--- src/rtl/mem_stage.sv ---
// RV32I memory-access stage: byte-serial little-endian loads/stores with registered write-back.
// Optional MEM_MISALIGN_TRAP_EN: misaligned H/W accesses are dropped and flagged on misalign.
module mem_stage #(
  parameter int ADDR_W = 32
) (
  input  logic              clk,
  input  logic              rst,
  input  logic              in_valid,
  output logic              in_ready,
  input  logic [3:0]        memop,
  input  logic [ADDR_W-1:0] addr,
  input  logic [31:0]       sdata,
  input  logic [4:0]        waddr_i,
  input  logic              we_i,
  input  logic [31:0]       wdata_i,
  output logic              ram_req,
  output logic              ram_we,
  output logic [ADDR_W-1:0] ram_addr,
  output logic [7:0]        ram_wdata,
  input  logic              ram_ack,
  input  logic [7:0]        ram_rdata,
  output logic [4:0]        waddr_o,
  output logic              we_o,
  output logic [31:0]       wdata_o
`ifdef MEM_MISALIGN_TRAP_EN
  ,
  output logic              misalign
`endif
);

  localparam logic [3:0] MO_LB  = 4'd1;
  localparam logic [3:0] MO_LH  = 4'd2;
  localparam logic [3:0] MO_LW  = 4'd3;
  localparam logic [3:0] MO_LBU = 4'd4;
  localparam logic [3:0] MO_LHU = 4'd5;
  localparam logic [3:0] MO_SB  = 4'd6;
  localparam logic [3:0] MO_SH  = 4'd7;
  localparam logic [3:0] MO_SW  = 4'd8;

  typedef enum logic [1:0] {IDLE, XFER, DONE} state_t;

  state_t             state_reg, state_next;
  logic [3:0]         op_reg;
  logic [ADDR_W-1:0]  addr_reg;
  logic [31:0]        sdata_reg;
  logic [4:0]         waddr_reg;
  logic               we_reg;
  logic [1:0]         cnt_reg;
  logic [1:0]         cnt_next;
  logic [31:0]        asm_reg;
  logic [31:0]        load_ext;
  logic [7:0]         sdata_byte [4];

  function automatic logic op_is_load(input logic [3:0] op);
    return (op >= MO_LB) && (op <= MO_LHU);
  endfunction

  function automatic logic op_is_store(input logic [3:0] op);
    return (op >= MO_SB) && (op <= MO_SW);
  endfunction

  // Index of the final byte: 0 for byte, 1 for halfword, 3 for word accesses.
  function automatic logic [1:0] op_last(input logic [3:0] op);
    case (op)
      MO_LH, MO_LHU, MO_SH: return 2'd1;
      MO_LW, MO_SW:         return 2'd3;
      default:              return 2'd0;
    endcase
  endfunction

  logic in_mem, in_misaligned, accept_mem, xfer_last;

  assign in_mem = op_is_load(memop) || op_is_store(memop);
`ifdef MEM_MISALIGN_TRAP_EN
  assign in_misaligned = ((op_last(memop) == 2'd1) && addr[0]) ||
                         ((op_last(memop) == 2'd3) && (addr[1:0] != 2'b00));
`else
  assign in_misaligned = 1'b0;
`endif
  assign accept_mem = in_valid && in_mem && !in_misaligned;
  assign xfer_last  = (cnt_reg == op_last(op_reg));
  assign cnt_next   = cnt_reg + 2'd1;

  for (genvar gi = 0; gi < 4; gi++) begin : g_sbyte
    assign sdata_byte[gi] = sdata_reg[8*gi +: 8];
  end

  always_comb begin
    load_ext = asm_reg;
    case (op_reg)
      MO_LB:   load_ext = {{24{asm_reg[7]}}, asm_reg[7:0]};
      MO_LBU:  load_ext = {24'd0, asm_reg[7:0]};
      MO_LH:   load_ext = {{16{asm_reg[15]}}, asm_reg[15:0]};
      MO_LHU:  load_ext = {16'd0, asm_reg[15:0]};
      default: load_ext = asm_reg;
    endcase
  end

  always_ff @(posedge clk) begin
    if (rst) state_reg <= IDLE;
    else     state_reg <= state_next;
  end

  always_comb begin
    state_next = state_reg;
    case (state_reg)
      IDLE:    if (accept_mem) state_next = XFER;
      XFER:    if (ram_ack && xfer_last) state_next = DONE;
      DONE:    state_next = IDLE;
      default: state_next = IDLE;
    endcase
  end

  always_comb begin
    in_ready = (state_reg == IDLE);
  end

  always_ff @(posedge clk) begin
    if (rst) begin
      op_reg    <= '0;
      addr_reg  <= '0;
      sdata_reg <= '0;
      waddr_reg <= '0;
      we_reg    <= 1'b0;
      cnt_reg   <= '0;
      asm_reg   <= '0;
      ram_req   <= 1'b0;
      ram_we    <= 1'b0;
      ram_addr  <= '0;
      ram_wdata <= '0;
      waddr_o   <= '0;
      we_o      <= 1'b0;
      wdata_o   <= '0;
    end else begin
      we_o <= 1'b0;
      case (state_reg)
        IDLE: begin
          if (in_valid && !in_mem) begin
            waddr_o <= waddr_i;
            we_o    <= we_i;
            wdata_o <= wdata_i;
          end else if (accept_mem) begin
            op_reg    <= memop;
            addr_reg  <= addr;
            sdata_reg <= sdata;
            waddr_reg <= waddr_i;
            we_reg    <= we_i;
            cnt_reg   <= '0;
            ram_req   <= 1'b1;
            ram_we    <= op_is_store(memop);
            ram_addr  <= addr;
            ram_wdata <= sdata[7:0];
          end
        end
        XFER: begin
          // RAM outputs only move on an ack, so they hold steady through wait states.
          if (ram_ack) begin
            if (op_is_load(op_reg)) asm_reg[8*cnt_reg +: 8] <= ram_rdata;
            cnt_reg <= cnt_next;
            if (xfer_last) begin
              ram_req <= 1'b0;
            end else begin
              ram_addr  <= addr_reg + ADDR_W'(cnt_next);
              ram_wdata <= sdata_byte[cnt_next];
            end
          end
        end
        DONE: begin
          if (op_is_load(op_reg)) begin
            waddr_o <= waddr_reg;
            we_o    <= we_reg;
            wdata_o <= load_ext;
          end
        end
        default: ;
      endcase
    end
  end

`ifdef MEM_MISALIGN_TRAP_EN
  always_ff @(posedge clk) begin
    if (rst) misalign <= 1'b0;
    else     misalign <= (state_reg == IDLE) && in_valid && in_mem && in_misaligned;
  end
`endif

endmodule

--- config.mk ---
export PLATFORM = sky130hd
export DESIGN_NAME = mem_stage
export DESIGN_NICKNAME = d
export VERILOG_FILES = /design/src/rtl/mem_stage.sv
export SDC_FILE = /design/constraint.sdc
export NUM_CORES = 1
export LEC_CHECK = 0
export BUFFER_PORTS_ARGS = -buffer_cell sky130_fd_sc_hd__buf_2
export CORE_UTILIZATION = 35
export DETAILED_ROUTE_END_ITERATION = 7
export PLACE_DENSITY = 0.59
export SLEW_MARGIN = 20
export SYNTH_ARGS = -nofsm -noshare
export SYNTH_HDL_FRONTEND = slang
export SYNTH_SLANG_ARGS = --single-unit
--- constraint.sdc ---
create_clock -name clk -period 3.2 [get_ports clk]
set_input_delay 0.16 -clock clk [delete_from_list [all_inputs] [get_ports clk]]
set_output_delay 0.16 -clock clk [all_outputs]
set_load 0.05 [all_outputs]
=== After elaboration in Yosys (flattened, before gate mapping) ===
Index checks and enable logic that the tools add are counted.

* Add/sub/neg operators: 3
* $mul: 0
* Divide/modulo/power cells: 0
* Magnitude comparators: 7
* Eq/ne operators: 18
* Shift-type cells: 2
* Multiplexer cells: 37
* Bitwise gates (word level): 2
* Reduce and logical (&&, ||, !) cells: 20

{| class="wikitable"
|+ Operator list
! operator !! number
|-
| $mux W32 || 6
|-
| $pmux W32 S2 || 2
|-
| $pmux W32 S4 || 1
|-
| $mux W8 || 6
|-
| $neg A5 Y34 || 1
|-
| $shift A8 B34 Y32 const A || 1
|-
| $shiftx A8 B34 Y32 || 1
|-
| $add A32 B2 Y32 || 1
|-
| $bwmux W32 || 1
|-
| $bmux W8 S2 || 1
|-
| $pmux W8 S2 || 1
|-
| $eq A4 B3 Y1 const B || 3
|-
| $ne A2 B2 Y1 const B || 6
|-
| $pmux W2 S2 || 3
|-
| $mux W2 || 5
|-
| $mux W5 || 2
|-
| $pmux W5 S2 || 1
|-
| $reduce_and A5 Y1 || 2
|-
| $reduce_and A3 Y1 || 3
|-
| $eq A4 B2 Y1 const B || 2
|-
| $ge A4 B1 Y1 const B || 2
|-
| $le A4 B3 Y1 const B || 2
|-
| $logic_and A1 B1 Y1 || 6
|-
| $mux W1 || 6
|-
| other kinds (21) || 24
|}

* Register bits after elaboration: 190
* Latch bits: 0
* Bits in writable memories: 0
* Bits in read-only memories: 0
* Input bits: 118
* Logic and storage cells: 104
* Memories kept: 0

=== Logic depth before layout (Yosys ltp) ===
Gate-level depths: netlist (run 1).

* Depth in word-level cells: 8
* Mapped depth: 11

=== Least setup slack after synthesis (run 1) ===
Ideal clock, no wire load.

* Path type: reg-to-reg
* Start point: register cnt_reg[0]
* End point: register ram_addr[29]
* Setup time: 0.060 ns
* Arrival: 2.893 ns
* Setup slack: 0.247 ns
* Cell stages (with the launch flop): 10
* Buffers on the path: 1
* Cell sequence: dfxtp_1 clkbuf_1 inv_1 ha_1 ha_1 a21oi_1 or4_4 or4_2 a31oi_1 a22o_1

* Longest elaborated chain between the ends: 5
* Elaborated cells on any way between the ends: 8

{| class="wikitable"
|+ Ends and longest elaborated chain
! what !! line !! RTL
|-
| from (decl) || 48 || <nowiki>logic [1:0] cnt_reg;</nowiki>
|-
| from (signal assigned) || 159 || <nowiki>cnt_reg <= cnt_next;</nowiki>
|-
| $add A2 B1 Y2 || 82 || <nowiki>assign cnt_next = cnt_reg + 2'd1;</nowiki>
|-
| $add A32 B2 Y32 || 163 || <nowiki>ram_addr <= addr_reg + ADDR_W'(cnt_next);</nowiki>
|-
| $mux W32 || 160 || <nowiki>if (xfer_last) begin</nowiki>
|-
| $mux W32 || 157 || <nowiki>if (ram_ack) begin</nowiki>
|-
| $pmux W32 S2 || 136 || <nowiki>case (state_reg)</nowiki>
|-
| to (signal assigned) || 151 || <nowiki>ram_addr <= addr;</nowiki>
|-
| to (signal assigned) || 163 ||
|-
| to (decl) || 18 || <nowiki>output logic [ADDR_W-1:0] ram_addr,</nowiki>
|}

Parallel ways exist; a longest one is shown, timed or not. The select of a mux whose other input is x is not followed.
A chain may end at the register's enable or synchronous reset.

=== Final worst setup path (run 1) ===
* Start point: register cnt_reg[1]
* End point: register ram_addr[29]

The elaborated chain is that of the path after synthesis.

==> results of run 1 <==
-- area by class of cell --
cell class / count / area [µm²]
inverters: 5 / 18.8
clock buffers: 23 / 478
flip-flops and latches: 190 / 3800
well taps: 319 / 399
clock inverters: 8 / 81.3
repair buffers: 291 / 1930
multi-input cells: 794 / 4420
fillers: 2390 / 12600
-- final timing paths --
path | from | endpoint | slack [ns] | depth (start not counted)
worst min register to register | sdata_reg[31] | sdata_reg[31] | 0.45 | 2
worst min-delay path | ram_rdata[5] | asm_reg[29] | 0.03 | 3
worst max register to register | cnt_reg[1] | ram_addr[29] | 0.47 | 8
worst max-delay path | cnt_reg[1] | ram_addr[29] | 0.47 | 8
-- Yosys cell counts (7+ instances only) --
master	count	area share, %
ha_1	7	1.0
a311oi_1	10	1.0
buf_1	9	0.39
nand3_1	44	2.6
nand2_1	246	11
nor2_1	88	3.9
dfxtp_1	190	44
o21ai_0	25	1.5
clkbuf_1	60	2.6
mux4_2	8	2.1
mux2i_1	13	1.5
a21oi_1	163	9.5
a211oi_1	22	1.9
xnor2_1	19	1.9
nand4_1	8	0.58
xor2_1	8	0.82
o211ai_1	11	0.96
a2bb2oi_1	16	1.6
nor3_1	18	1.1
buf_2	12	0.70
a22o_1	11	1.1
-- critical path: stages, from the launching register on --
cell and delay, ns:
dfxtp_1 0.32, inv_1 0.09, ha_1 0.33, ha_1 0.30, a21oi_1 0.11, or4_4 0.54
or4_2 0.66, a31oi_1 0.19, a22o_1 0.13
-- layer usage --
metal / track usage [%] / vias to the layer above / part of all wire, %
met5: 0 / - / 0.052
met4: 7.97 / 2 / 2.1
met3: 3.59 / 34 / 5.0
met2: 33.8 / 225 / 47
met1: 26.0 / 3810 / 46
li1: - / 4198 / -
-- power groups by stage --
| stage | logic [mW] | clock network, mW | registers, mW |
|---|---|---|---|
| floorplan | 0.435 | 0 | 2.88 |
| finish | 1.05 | 2.06 | 2.59 |
| CTS | 1.06 | 2.12 | 2.59 |
| global route | 1.14 | 2.21 | 2.61 |
| global placement | 0.977 | 0 | 2.65 |
| detailed placement | 0.984 | 0 | 2.65 |
-- cell families after synthesis --
family / Yosys count / synth area share [%]
AND/OR/NAND/NOR: 453 / 23.4
flip-flops: 190 / 44.4
multiplexers: 21 / 3.62
buffers and inverters: 89 / 4.27
XOR/XNOR: 27 / 2.76
adder cells (fa/ha/maj): 8 / 1.26
AO/OA/AOI/OAI: 285 / 20.2
-- metrics by stage --
step	instance area, µm²	instances
2_1_floorplan	8560	1073
3_3_place_gp	9830	1525
3_5_place_dp	9830	1525
4_1_cts	11100	1630
5_1_grt	11100	1630
6_report	11100	1630
-- layout by cell type (no fill, tap or decap), types with 3 or more instances in the layout --
cell / Yosys / routed
buf_12: 0 / 4
nor2_1: 88 / 86
ha_1: 7 / 7
inv_1: 4 / 4
nor3_1: 18 / 18
nor4_1: 4 / 4
nand2_1: 246 / 246
and4_1: 4 / 4
a31oi_1: 3 / 3
dfxtp_1: 190 / 190
a31o_2: 5 / 5
a21oi_1: 163 / 162
clkbuf_1: 60 / 3
a21o_1: 3 / 3
xnor2_1: 19 / 19
xor2_1: 8 / 8
a211o_1: 4 / 4
nand2b_1: 4 / 4
o211ai_1: 11 / 11
buf_4: 0 / 15
clkbuf_8: 0 / 3
nor3b_1: 4 / 4
a22o_1: 11 / 11
dlygate4sd3_1: 0 / 74
o21ai_0: 25 / 25
a311oi_1: 10 / 10
nand3_1: 44 / 44
and2_1: 5 / 5
clkbuf_16: 0 / 17
a2bb2oi_1: 16 / 16
mux2i_1: 13 / 13
nand4_1: 8 / 8
o31ai_1: 3 / 3
or3_1: 4 / 4
buf_2: 12 / 197
mux4_2: 8 / 8
a211oi_1: 22 / 22
==> results.toml, run 1 <==
[outcome]
status = "completed"

[synth]
synthFlopType = "dfxtp_1"
syn_area_per_cell_um2 = 7.98
synth_area_um2 = 8560
yosys_warnings = 0
synth_edf_count = 0
synth_nets = 1199
yosysUniqueCellTypes = 63
ys_ff_latch = 190
async_flop_share_pct = 0
seq_area_frac_synth_pct = 44.4
syn_inst = 1073

[sta]
setup_ws_ns = 0.465
hold_viol = 0
finClkSkew_ns = 0.0101
setup_viol = 0
hold_ws_ns = 0.0339
grt_setup_unrepaired = "false"
fin_tns_setup_ns = 0
layout_min_cycle_time_ns = 2.73
post-route-period-util_pct = 85.5
tightest_slew_ns = 0.973
maxSlewHeadroom_pct = 34.6
fmax_mhz = 366
slew_violations = 0

[power]
comb_power_share_pct = 18.4
swShare_pct = 29.9
powerDensity_nw_per_um2 = 512
ir_worst_vdd_mv = 0.223
intPower_mw = 4.00
cellLeakagePower_nw = 4.35
pwr-share-seq_pct = 45.5
p_sw_mw = 1.70
power_frac_clock_pct = 36.1
power.total_mw = 5.70

[critical_path]
cp-start-kind = "flop"
end_kind = "flop"
worst_ep_required_time_ns = 3.57
cp_max_fo = 11
arrival_ns = 3.11
path_class = "reg -> reg"

[clock_network]
cts_made_buffers = 17
clock_path_buffers = 2
clockRootBuffer = "clkbuf_16"
clk_latency_ns = 0.43
cts_tree = "done"
htreeDepth = 4
postCtsHoldBufs = 74
clkTransAtPathRegs_ns = 0.07
cts_setup_buffers = 0
cts_resized = 0
cts.sinks = 190

[placed_design]
dpl.hpwl_mm = 16.7
io_buffers = 198
dp_slack_ns = 0.476
gp_congestion = 0.832

[detailed_routing]
drtIter0Drc = 465
wl_mm = 25.0
avgViaCountPerCell = 5.07
vias = 8269
drtAntennaViolNets = 0
avgRoutedWirePerCell_um = 15.4
dr.pass1.iters = 5
drc_errors = 0

[grt]
first_global_vias = 7668
track_usage_pct = 20.3
grt_max_degree = 122
antenna_found_initial = 1
grt_pass1_wl_mm = 39.6
grt_overflow_total = 0

[run]
maxCapViolCount = 0

[floorplan]
die_h_um = 158
die_w_um = 158
start_util_pct = 36.0
core_area_um2 = 23800
ioPinCount = 199
die_area_um2 = 25100
rows = 56

[finish]
nets = 1425
n_antenna_cell = 0
drive_gt1_share_pct = 21.1
syn2layout_area_growth_pct = 30.0
final_util_pct = 46.9

[min_path]
min_path_type = "in -> reg"
Note: power is estimated with default switching activity, not from simulation.
==> run 2: changes to the inputs <==
PLACE_DENSITY = 0.57   (was 0.59)
clock period = 2.8 ns   (was 3.2 ns; I/O delays follow)
==> run 2 against run 1 <==
  * Register-to-register slack got worse by 0.29 ns
  * Utilization grew 0.57 points
  * Sequential power grew 14%
  * Sequential cell count stayed put
  * Critical path depth stayed put
  * Sequential share of layout area down 0.41 points
  * First-iteration DRC count is 12% higher
  * Critical path type unchanged
  * Die area unchanged
  * Final area increased by 1.2%
  * Power grew 15%
==> results.toml, run 2 (synthesized netlist as in run 1, its figures left out) <==
[outcome]
status = "completed"

[finish]
fin_cells = 1652
final_cell_mix = "246 x nand2_1, 197 x buf_2, 190 x dfxtp_1"
n_fill_cell = 2395
nets = 1445
syn2layout_area_growth_pct = 31.6
final_common_cell = "nand2_1"
drive_gt1_share_pct = 22.1

[floorplan]
die_w_um = 158
core_area_um2 = 23800
die_h_um = 158
start_util_pct = 36.0
die_area_um2 = 25100
ioPinCount = 199
rows = 56

[grt]
first_global_vias = 7602
track_usage_pct = 20.4
grt_max_degree = 129
antenna_found_initial = 1
grt_pass1_wl_mm = 39.9
grt_overflow_total = 0

[detailed_routing]
avgRoutedWirePerCell_um = 15.4
vias = 8364
wirelength_met1_mm = 11.8
wl_met2_mm = 12.0
wl_mm = 25.4
topRoutingLayerUsed = "met4"
drtAntennaViolNets = 0
dr.pass1.iters = 5
drc_errors = 0
wl_met3_mm = 1.09
avgViaCountPerCell = 5.06
drtIter0Drc = 520

[clock_network]
cts.sinks = 190
clkTransAtPathRegs_ns = 0.08
htreeDepth = 4
cts_setup_buffers = 0
cts_made_buffers = 17
cts_resized = 0
clk_latency_ns = 0.43
clockRootBuffer = "clkbuf_16"
cts_tree = "done"
clock_path_buffers = 2

[power]
power_frac_clock_pct = 36.1
p_sw_mw = 2.07
pwr-share-seq_pct = 45.2
comb_power_share_pct = 18.6
cellLeakagePower_nw = 4.43
ir_worst_vdd_mv = 0.273
intPower_mw = 4.48
powerDensity_nw_per_um2 = 581
swShare_pct = 31.6

[critical_path]
worst-path-buf-inv = 1
cp_top_family = "simple AND/OR/NAND/NOR gates"
path_class = "reg -> reg"
arrival_ns = 3.00
cp_max_fo = 6
crit_chain = "inv_1, ha_2, ha_1, a21oi_1, or4_4, or4_2, a31oi_1, a22o_1"
max_stage_delay_ns = 0.65
worst_ep_required_time_ns = 3.17
cp-start-kind = "flop"
end_kind = "flop"
worst_path_max_delay_cell = "or4_2"

[sta]
tightest_slew_ns = 1.02
fmax_mhz = 381
setup_viol = 0
grt_setup_unrepaired = "false"
layout_min_cycle_time_ns = 2.63
hold_ws_ns = 0.0148
finClkSkew_ns = 0.0107
post-route-period-util_pct = 93.8
fin_tns_setup_ns = 0
slew_violations = 0
maxSlewHeadroom_pct = 31.9
hold_viol = 0

[placed_design]
dpl.hpwl_mm = 17.0
gp_congestion = 0.801
io_buffers = 198
dp.cells = 1540

[run]
maxCapViolCount = 0

[min_path]
min_path_type = "in -> reg"
==> run 2: metrics by stage <==
step / total power, mW / setup WS, ns / instance area, µm² / util (%)
after floorplan: 3.79 / 0.0281 / 8570 / -
after global placement: 4.15 / 0.258 / 9910 / 41.7
after detailed placement: 4.16 / 0.189 / 9910 / 41.7
after CTS: 6.62 / 0.172 / 11300 / 47.4
after global routing: 6.86 / 0.0289 / 11300 / 47.4
final: 6.55 / 0.174 / 11300 / 47.4
==> run 2: path summary, 6_finish.rpt <==
check                                  start            to  slack (ns)  cells after the start
worst max register to register    cnt_reg[0]  ram_addr[29]        0.17                      8
worst min-delay path            ram_rdata[6]   asm_reg[22]        0.01                      3
worst max-delay path              cnt_reg[0]  ram_addr[29]        0.17                      8
worst min register to register    asm_reg[8]    asm_reg[8]        0.45                      2
==> run 2: worst register-to-register path, cell delays in order, from the launching register on <==
cell and delay [ns]:
dfxtp_1 0.33, inv_1 0.06, ha_2 0.30, ha_1 0.30
a21oi_1 0.12, or4_4 0.49, or4_2 0.65, a31oi_1 0.18
a22o_1 0.13
==> run 2: what timing repair did <==
action,in CTS,in global routing
setup endpoints to repair,0,0
hold endpoints to repair,92,0
hold buffers,79,0
==> run 2: metal layers <==
| metal | vias up | global-route usage [%] |
|---|---|---|
| met5 | - | 0 |
| met4 | 0 | 7.97 |
| met3 | 33 | 3.05 |
| met2 | 217 | 33.4 |
| met1 | 3876 | 26.8 |
| li1 | 4238 | - |
==> run 2: power groups by stage <==
stage / registers, mW / clock network [mW] / logic [mW]
2_1_floorplan: 3.29 / 0 / 0.498
3_3_place_gp: 3.02 / 0 / 1.13
3_5_place_dp: 3.02 / 0 / 1.14
4_1_cts: 2.96 / 2.43 / 1.22
5_1_grt: 2.98 / 2.56 / 1.32
6_report: 2.96 / 2.37 / 1.22
==> run 2: cell type report <==
type	instances	area, µm²	area share (%)
flip-flops and latches	190	3800	33.8
inverters	5	18.8	0.167
repair buffers	311	2060	18.2
well taps	319	399	3.54
clock inverters	13	121	1.08
clock buffers	19	443	3.93
diodes	1	2.50	0.0222
multi-input cells	794	4420	39.3
